## src/rtl/pipe_ctrl_if.sv

```systemverilog
// Handshake bundle between the pipeline stages and the stall/flush controller.
// Stage side is master; the controller is the slave.
interface pipe_ctrl_if #(
   parameter int PERF_W = 32,
   parameter int EXC_W  = 16
);
   logic              stallreq_if;
   logic              stallreq_id;
   logic              stallreq_ex;
   logic              stallreq_mem;
   logic              exc_req;
   logic [31:0]       exc_target;
   logic [4:0]        stall;
   logic [4:0]        flush;
   logic              redirect;
   logic [31:0]       redirect_pc;
   logic              exc_pending;
   logic [PERF_W-1:0] stall_cnt;
   logic [EXC_W-1:0]  exc_cnt;

   modport master (
      output stallreq_if, stallreq_id, stallreq_ex, stallreq_mem,
      output exc_req, exc_target,
      input  stall, flush, redirect, redirect_pc,
      input  exc_pending, stall_cnt, exc_cnt
   );

   modport slave (
      input  stallreq_if, stallreq_id, stallreq_ex, stallreq_mem,
      input  exc_req, exc_target,
      output stall, flush, redirect, redirect_pc,
      output exc_pending, stall_cnt, exc_cnt
   );
endinterface

```

## src/rtl/pipe_ctrl.sv

```systemverilog
// Central stall/flush controller for the 5-stage pipeline.
// Merges stage stall requests, sequences exception redirects, counts events.
module pipe_ctrl #(
   parameter int PERF_W = 32,
   parameter int EXC_W  = 16
) (
   input logic       clk,
   input logic       rst,
   pipe_ctrl_if.slave bus
);

   typedef enum logic {RUN, PEND} state_t;

   state_t            state;
   logic [31:0]       pend_pc;
   logic [PERF_W-1:0] stall_cnt;
   logic [EXC_W-1:0]  exc_cnt;

   logic [4:0]  stall;
   logic [4:0]  flush;
   logic        redirect;
   logic [31:0] redirect_pc;
   logic [4:1]  win;

   // one-hot winner: highest requesting stage takes priority
   assign win[4] = bus.stallreq_mem;
   assign win[3] = bus.stallreq_ex & ~bus.stallreq_mem;
   assign win[2] = bus.stallreq_id & ~bus.stallreq_ex
                 & ~bus.stallreq_mem;
   assign win[1] = bus.stallreq_if & ~bus.stallreq_id
                 & ~bus.stallreq_ex & ~bus.stallreq_mem;

   always_comb begin
      stall       = 5'b00000;
      flush       = 5'b00000;
      redirect    = 1'b0;
      redirect_pc = 32'h0;
      if (rst) begin
         if (state == PEND) begin
            stall    = 5'b00001;
            flush    = bus.exc_req ? 5'b11110 : 5'b00010;
            redirect = ~bus.stallreq_if;
            if (!bus.stallreq_if)
               redirect_pc = bus.exc_req ? bus.exc_target : pend_pc;
         end else if (bus.exc_req) begin
            flush    = 5'b11110;
            redirect = ~bus.stallreq_if;
            if (!bus.stallreq_if)
               redirect_pc = bus.exc_target;
         end else begin
            unique case (1'b1)
               win[4]: begin
                  stall = 5'b01111;
                  flush = 5'b10000;
               end
               win[3]: begin
                  stall = 5'b00111;
                  flush = 5'b01000;
               end
               win[2]: begin
                  stall = 5'b00011;
                  flush = 5'b00100;
               end
               win[1]: begin
                  stall = 5'b00001;
                  flush = 5'b00010;
               end
               default: ;
            endcase
         end
      end
   end

   always_ff @(posedge clk) begin
      if (!rst) begin
         state     <= RUN;
         pend_pc   <= 32'h0;
         stall_cnt <= '0;
         exc_cnt   <= '0;
      end else begin
         if (|stall && stall_cnt != '1)
            stall_cnt <= stall_cnt + 1'b1;
         if (bus.exc_req)
            exc_cnt <= exc_cnt + 1'b1;
         if (bus.exc_req && bus.stallreq_if)
            pend_pc <= bus.exc_target;
         // stay/enter PEND only while the fetch is still outstanding
         if (bus.stallreq_if && (bus.exc_req || state == PEND))
            state <= PEND;
         else
            state <= RUN;
      end
   end

   assign bus.stall       = stall;
   assign bus.flush       = flush;
   assign bus.redirect    = redirect;
   assign bus.redirect_pc = redirect_pc;
   assign bus.exc_pending = rst && (state == PEND);
   assign bus.stall_cnt   = stall_cnt;
   assign bus.exc_cnt     = exc_cnt;

endmodule

```

## src/flat_wrapper.sv

```systemverilog
// flat-port wrapper written by rule: the top's interface ports become plain ports
module pipe_ctrl_flat 
#(
   parameter int PERF_W = 32,
   parameter int EXC_W  = 16
)
  (clk, rst, bus_stallreq_if, bus_stallreq_id, bus_stallreq_ex, bus_stallreq_mem, bus_exc_req, bus_exc_target, bus_stall, bus_flush, bus_redirect, bus_redirect_pc, bus_exc_pending, bus_stall_cnt, bus_exc_cnt);
  pipe_ctrl_if #(.PERF_W(PERF_W), .EXC_W(EXC_W)) bus_i ();
  input logic clk;
  input logic rst;
  input wire logic [$bits(bus_i.stallreq_if)-1:0] bus_stallreq_if;
  input wire logic [$bits(bus_i.stallreq_id)-1:0] bus_stallreq_id;
  input wire logic [$bits(bus_i.stallreq_ex)-1:0] bus_stallreq_ex;
  input wire logic [$bits(bus_i.stallreq_mem)-1:0] bus_stallreq_mem;
  input wire logic [$bits(bus_i.exc_req)-1:0] bus_exc_req;
  input wire logic [$bits(bus_i.exc_target)-1:0] bus_exc_target;
  output wire logic [$bits(bus_i.stall)-1:0] bus_stall;
  output wire logic [$bits(bus_i.flush)-1:0] bus_flush;
  output wire logic [$bits(bus_i.redirect)-1:0] bus_redirect;
  output wire logic [$bits(bus_i.redirect_pc)-1:0] bus_redirect_pc;
  output wire logic [$bits(bus_i.exc_pending)-1:0] bus_exc_pending;
  output wire logic [$bits(bus_i.stall_cnt)-1:0] bus_stall_cnt;
  output wire logic [$bits(bus_i.exc_cnt)-1:0] bus_exc_cnt;
  assign bus_i.stallreq_if = bus_stallreq_if;
  assign bus_i.stallreq_id = bus_stallreq_id;
  assign bus_i.stallreq_ex = bus_stallreq_ex;
  assign bus_i.stallreq_mem = bus_stallreq_mem;
  assign bus_i.exc_req = bus_exc_req;
  assign bus_i.exc_target = bus_exc_target;
  assign bus_stall = bus_i.stall;
  assign bus_flush = bus_i.flush;
  assign bus_redirect = bus_i.redirect;
  assign bus_redirect_pc = bus_i.redirect_pc;
  assign bus_exc_pending = bus_i.exc_pending;
  assign bus_stall_cnt = bus_i.stall_cnt;
  assign bus_exc_cnt = bus_i.exc_cnt;
  pipe_ctrl #(.PERF_W(PERF_W), .EXC_W(EXC_W)) u_core (.clk(clk), .rst(rst), .bus(bus_i));
endmodule
```

## config.mk

```make
export PLATFORM = sky130hd
export DESIGN_NAME = pipe_ctrl_flat
export DESIGN_NICKNAME = d
export VERILOG_FILES = /design/src/rtl/pipe_ctrl_if.sv /design/src/rtl/pipe_ctrl.sv /design/src/flat_wrapper.sv
export SDC_FILE = /design/constraint.sdc
export NUM_CORES = 1
export LEC_CHECK = 0
export ABC_AREA = 1
export CAP_MARGIN = 20
export CORE_MARGIN = 3
export CORE_UTILIZATION = 40
export DETAILED_ROUTE_END_ITERATION = 7
export PLACE_DENSITY = 0.71
export SLEW_MARGIN = 20
export SYNTH_ARGS = -nofsm -noshare
export SYNTH_HDL_FRONTEND = slang
export SYNTH_SLANG_ARGS = --single-unit
```

## constraint.sdc

```tcl
create_clock -name clk -period 2.4 [get_ports clk]
set_input_delay 0.36 -clock clk [delete_from_list [all_inputs] [get_ports clk]]
set_output_delay 0.36 -clock clk [all_outputs]
set_load 0.005 [all_outputs]
```

* Word level (Yosys, flattened, before mapping)
Cells that the tools add are included.
** Operators by class
- Muxes and demuxes :: 19
- Bitwise logic cells :: 10
- Reductions and logical operators :: 6
- Add/sub/neg operators :: 2
- Eq/ne operators :: 1
** Operators by type and width (count)
- $mux 32 :: 6
- $mux 5 :: 7
- $add 32x1->32 const B :: 1
- $ne 32x32->1 const B :: 1
- $pmux 5 s4 :: 1
- $add 16x1->16 const B :: 1
- $pmux 4 s4 :: 1
- $and 1x1->1 :: 6
- $reduce_or 5->1 :: 1
- $logic_and 1x1->1 :: 4
- $mux 1 :: 4
- $not 1->1 :: 4
- $logic_or 1x1->1 :: 1
** Storage, ports and cells
- Flip-flop bits (word level) :: 81
- Word-level logic and storage cells :: 42

* Depth between registers and ports, before layout
- Depth after elaboration :: 10
- Depth in mapped cells :: 11

* Worst setup path before layout
OpenSTA, ideal clock, no wires.
- Kind :: input-to-output
- Start :: input bus_exc_req
- End :: output bus_redirect_pc[19]
- Arrival time :: 1.367 ns
- Setup slack :: 0.673 ns
- Stages on the path :: 5
- Data required time :: 2.040 ns
- Cell sequence :: clkbuf_1 > clkbuf_1 > clkbuf_1 > nand2_1 > a21oi_1
** Between the ends
- Word-level cells in the longest chain between the ends :: 4
- Elaborated cells on any way between the ends :: 5
- Classes of those cells :: mux: 5
** RTL lines
- start: declaration :: line flat_wrapper.sv:15 : input wire logic [$bits(bus_i.exc_req)-1:0] bus_exc_req;
- $mux 32 :: line pipe_ctrl.sv:44 : redirect_pc = bus.exc_req ? bus.exc_target : pend_pc;
- $mux 32 :: line pipe_ctrl.sv:43 : if (!bus.stallreq_if)
- $mux 32 * :: line pipe_ctrl.sv:39 : if (state == PEND) begin
- $mux 32 * :: line pipe_ctrl.sv:38 : if (rst) begin
- end: declaration :: line flat_wrapper.sv:20 : output wire logic [$bits(bus_i.redirect_pc)-1:0] bus_redirect_pc;
Every way passes the cells marked *; elsewhere a longest branch is shown, timed or not.

* Final worst setup path
- Start :: input bus_stallreq_if
- End :: output bus_redirect_pc[25]
** Between the ends
- Word-level cells in the longest chain between the ends :: 4
- Elaborated cells on any way between the ends :: 5
- Classes of those cells :: mux: 5
** RTL lines
- start: declaration :: line flat_wrapper.sv:11 : input wire logic [$bits(bus_i.stallreq_if)-1:0] bus_stallreq_if;
- $mux 32 :: line pipe_ctrl.sv:48 : if (!bus.stallreq_if)
- $mux 32 :: line pipe_ctrl.sv:45 : end else if (bus.exc_req) begin
- $mux 32 * :: line pipe_ctrl.sv:39
- $mux 32 * :: line pipe_ctrl.sv:38
Marks and branches as above.

==> results.md <==
* Outcome: completed
* Number of search-and-repair iterations in the first detailed-routing pass at 5
* Overall die width at 115 um
* Total congestion overflow at 0
* Launch point of the worst path: bus_stallreq_if
* Commonest cells after routing, fill and taps aside: sky130_fd_sc_hd__nand2_1 (213), sky130_fd_sc_hd__nor2_1 (155), sky130_fd_sc_hd__clkdlybuf4s50_1 (110)
* Violation count after the first detailed-routing iteration at 280
* Final period util at 93.9%
* Average footprint of a synthesized cell at 6.24 um2
* Standard cell core area at 0.0116 mm2
* Kind of end point of the critical path: output port
* Most frequent standard cell in the layout excluding fill and tap cells: sky130_fd_sc_hd__nand2_1
* WP buf/inv at 4
* Worst endpoint data arrival time at 1.89 ns
* Number of port buffers at 128
* # DRC at 0
* Sequential cell area fraction in the yosys report at 33.8%
* Largest net degree at the start of global routing at 33
* Clock tree from TritonCTS: yes
* Effective utilization at floorplan at 41.4%
* Clock root buffer master: sky130_fd_sc_hd__clkbuf_16
* Number of top-level pins at 131
* Startpoint of the worst-slack reg-to-reg timing path: u_core.bus.stall_cnt[1]
* Minimum clock period at 2.25 ns
* Area after detailed placement at 0.00625 mm2
* Area delta synth->final at 38.4%
* Slowest-stage cell, CP: sky130_fd_sc_hd__clkdlybuf4s50_1
* Routability-driven placement congestion ratio at 0.901
* Flip-flop and latch count after synthesis at 81
* Longest Clk Path Bufs at 2
* Mapped Cells at 768
* Global-route wire length before repair at 22.3 mm
* Die boundary height at 115 um
* Cell area after synthesis at 0.00479 mm2
* Leakage power total at 2.77 nW
* Type of the most critical hold path: in -> reg
* Routed WL per cell at 13.1 um
* Top flip-flop cell by instance count after synthesis: sky130_fd_sc_hd__dfxtp_1
* Via count of the first global-routing pass at 4,663
* Cell family contributing the most delay on the critical path: buffers and inverters
* Final number of max-transition violations at 0
* Worst-case vdd ir drop at 0.324 mV
* Worst path max stage delay at 0.53 ns
* EDFF count, synth at 0
* Final WL at 13.7 mm
* Skew final at 0.00445 ns
* Fill cell instance count of the final layout at 1,111
* Initial antenna violation count at 1
* Start-to-end type of the worst setup path: in -> out
* Maximum capacitance violations at 0
* Post-synth cell types at 31
* Post-DR vias/cell at 4.85
* Worst-path maximum fanout at 31
* Data required time at the worst endpoint at 2.04 ns
* Share of flip-flops with an asynchronous set or reset after synthesis at 0%
* Sink Count at 81
* Most prevalent standard cell on the critical path: sky130_fd_sc_hd__clkdlybuf4s50_1
* Kind of start point of the critical path: input pin
* # rows at 39
* Overall via count from detail_route at 5,073
* Unrepaired setup endpoints after global routing: no
* List of cells traversed by the critical path: clkdlybuf4s50_1, inv_1, nand2_1, buf_6, a21oi_1, clkdlybuf4s50_1
* Max Clk Rate at 0.444 GHz
* Worst skew pair latency at 0.34 ns
* Cts-stage hold buffer count at 0
* Clk pin slew, worst setup/hold paths at 0.06 ns
* Final design area excluding fillers at 0.00663 mm2
* Post-layout nets at 939
* Share of layout cells above drive strength 1 at 11.0%
* Number of warnings printed during yosys synthesis at 0
* Hold_sp: rst
* Worst hold-check slack at 0.471 ns
* Fraction of the core area covered by cells at the end of the flow at 57.4%
* Final count of hold timing violations at 0
* CTS H-Tree Depth at 3
* Half-perimeter wire length after detailed placement at 10.4 mm
* GRT Util Overall at 20.7%
* Die Footprint at 0.0133 mm2
* Cts bufs inserted at 9
* Number of antenna-violating nets in the routed design at 0
* Setup Viol. Count Final at 0
* Pwr dens at 476 mW/mm2
## worst register-to-register path, stage by stage, from the launching register on
cell,delay (ns)
sky130_fd_sc_hd__dfxtp_1,0.40
sky130_fd_sc_hd__ha_1,0.27
sky130_fd_sc_hd__nand2_2,0.12
sky130_fd_sc_hd__nor2_4,0.16
sky130_fd_sc_hd__nand2_4,0.11
sky130_fd_sc_hd__nor2_8,0.14
sky130_fd_sc_hd__nand2_4,0.10
sky130_fd_sc_hd__nand2_4,0.09
sky130_fd_sc_hd__buf_12,0.20
sky130_fd_sc_hd__nor2_1,0.07
sky130_fd_sc_hd__nor2_1,0.08
sky130_fd_sc_hd__nor2_1,0.05
## layout make-up
class                      instances  area, um2  area share, %
multi-input combinational        591       2760           41.6
sequential                        81       1620           24.4
timing repair buffer             153       1560           23.4
clock buffer                      11        243           3.66
inverter                          62        233           3.51
tap                              143        179           2.70
clock inverter                     3       42.5          0.641
antenna                            1       2.50         0.0377
## power by group
part	internal (mW)	switching (mW)
Clock	0.821	0.530
Combinational	0.191	0.199
Sequential	1.39	0.0302
Total	2.40	0.759
## registers in the layout, summed over array words and instances, names as in the netlist
signal / flops
u_core.bus.stall_cnt: 32
u_core.bus.exc_cnt: 16
u_core.pend_pc: 32
u_core.state: 1
## Yosys cell counts (4+ instances only)
cell,instances,area (um2)
sky130_fd_sc_hd__clkbuf_1,25,93.8
sky130_fd_sc_hd__nor2_2,4,25.0
sky130_fd_sc_hd__a21oi_2,20,175
sky130_fd_sc_hd__nand2_4,4,45.0
sky130_fd_sc_hd__inv_1,59,221
sky130_fd_sc_hd__nand2_2,23,144
sky130_fd_sc_hd__o21ai_0,47,235
sky130_fd_sc_hd__nand3_1,37,185
sky130_fd_sc_hd__nor3_1,8,40.0
sky130_fd_sc_hd__a21oi_1,45,225
sky130_fd_sc_hd__nor2_1,156,586
sky130_fd_sc_hd__xor2_1,11,96.3
sky130_fd_sc_hd__nand2_1,213,800
sky130_fd_sc_hd__dfxtp_1,81,1620
sky130_fd_sc_hd__nand4_1,9,56.3
## routing by layer
layer	up-vias	track usage, %	share of wire (%)	routed length, um
met3	20	5.12	6.8	934
met1	2234	26.7	45	6150
li1	2672	-	-	-
met4	0	9.31	2.4	329
met5	-	0	0	0
met2	147	32.9	46	6260
## worst paths after layout
check                                                 to  slack [ns]  depth (start not counted)
worst max-delay path                 bus_redirect_pc[25]        0.15                          6
worst max register to register  u_core.bus.stall_cnt[29]        0.50                         11
worst min register to register        u_core.pend_pc[31]        0.48                          2
worst min-delay path            u_core.bus.stall_cnt[24]        0.47                          4
## stage by stage
stage	total power, mW	setup slack [ns]	instances	setup TNS (ns)
CTS	3.18	0.0260	1039	0
global route	3.28	0.0554	1045	0
finish	3.16	0.147	1045	0
global placement	1.83	0.0217	1025	0
detailed placement	1.83	-0.0148	1025	-0.0150
floorplan	1.64	0.673	769	0
## what timing repair did
item / in CTS / in global routing
setup endpoints to repair: 1 / 36
resized for setup: 2 / 23
pin swaps: 0 / 0
buffers inserted: 0 / 5
## kinds of logic after synthesis
logic type               count (synthesis)  synth area share, %
buffers and inverters                   97                 8.87
AND/OR/NAND/NOR                        459                 40.6
flip-flops                              81                 33.8
XOR/XNOR                                14                 2.56
other                                    1               0.0782
AO/OA/AOI/OAI                          114                 13.5
adder cells (fa/ha/maj)                  2                0.522
Note: power is estimated with default switching activity, not from simulation.
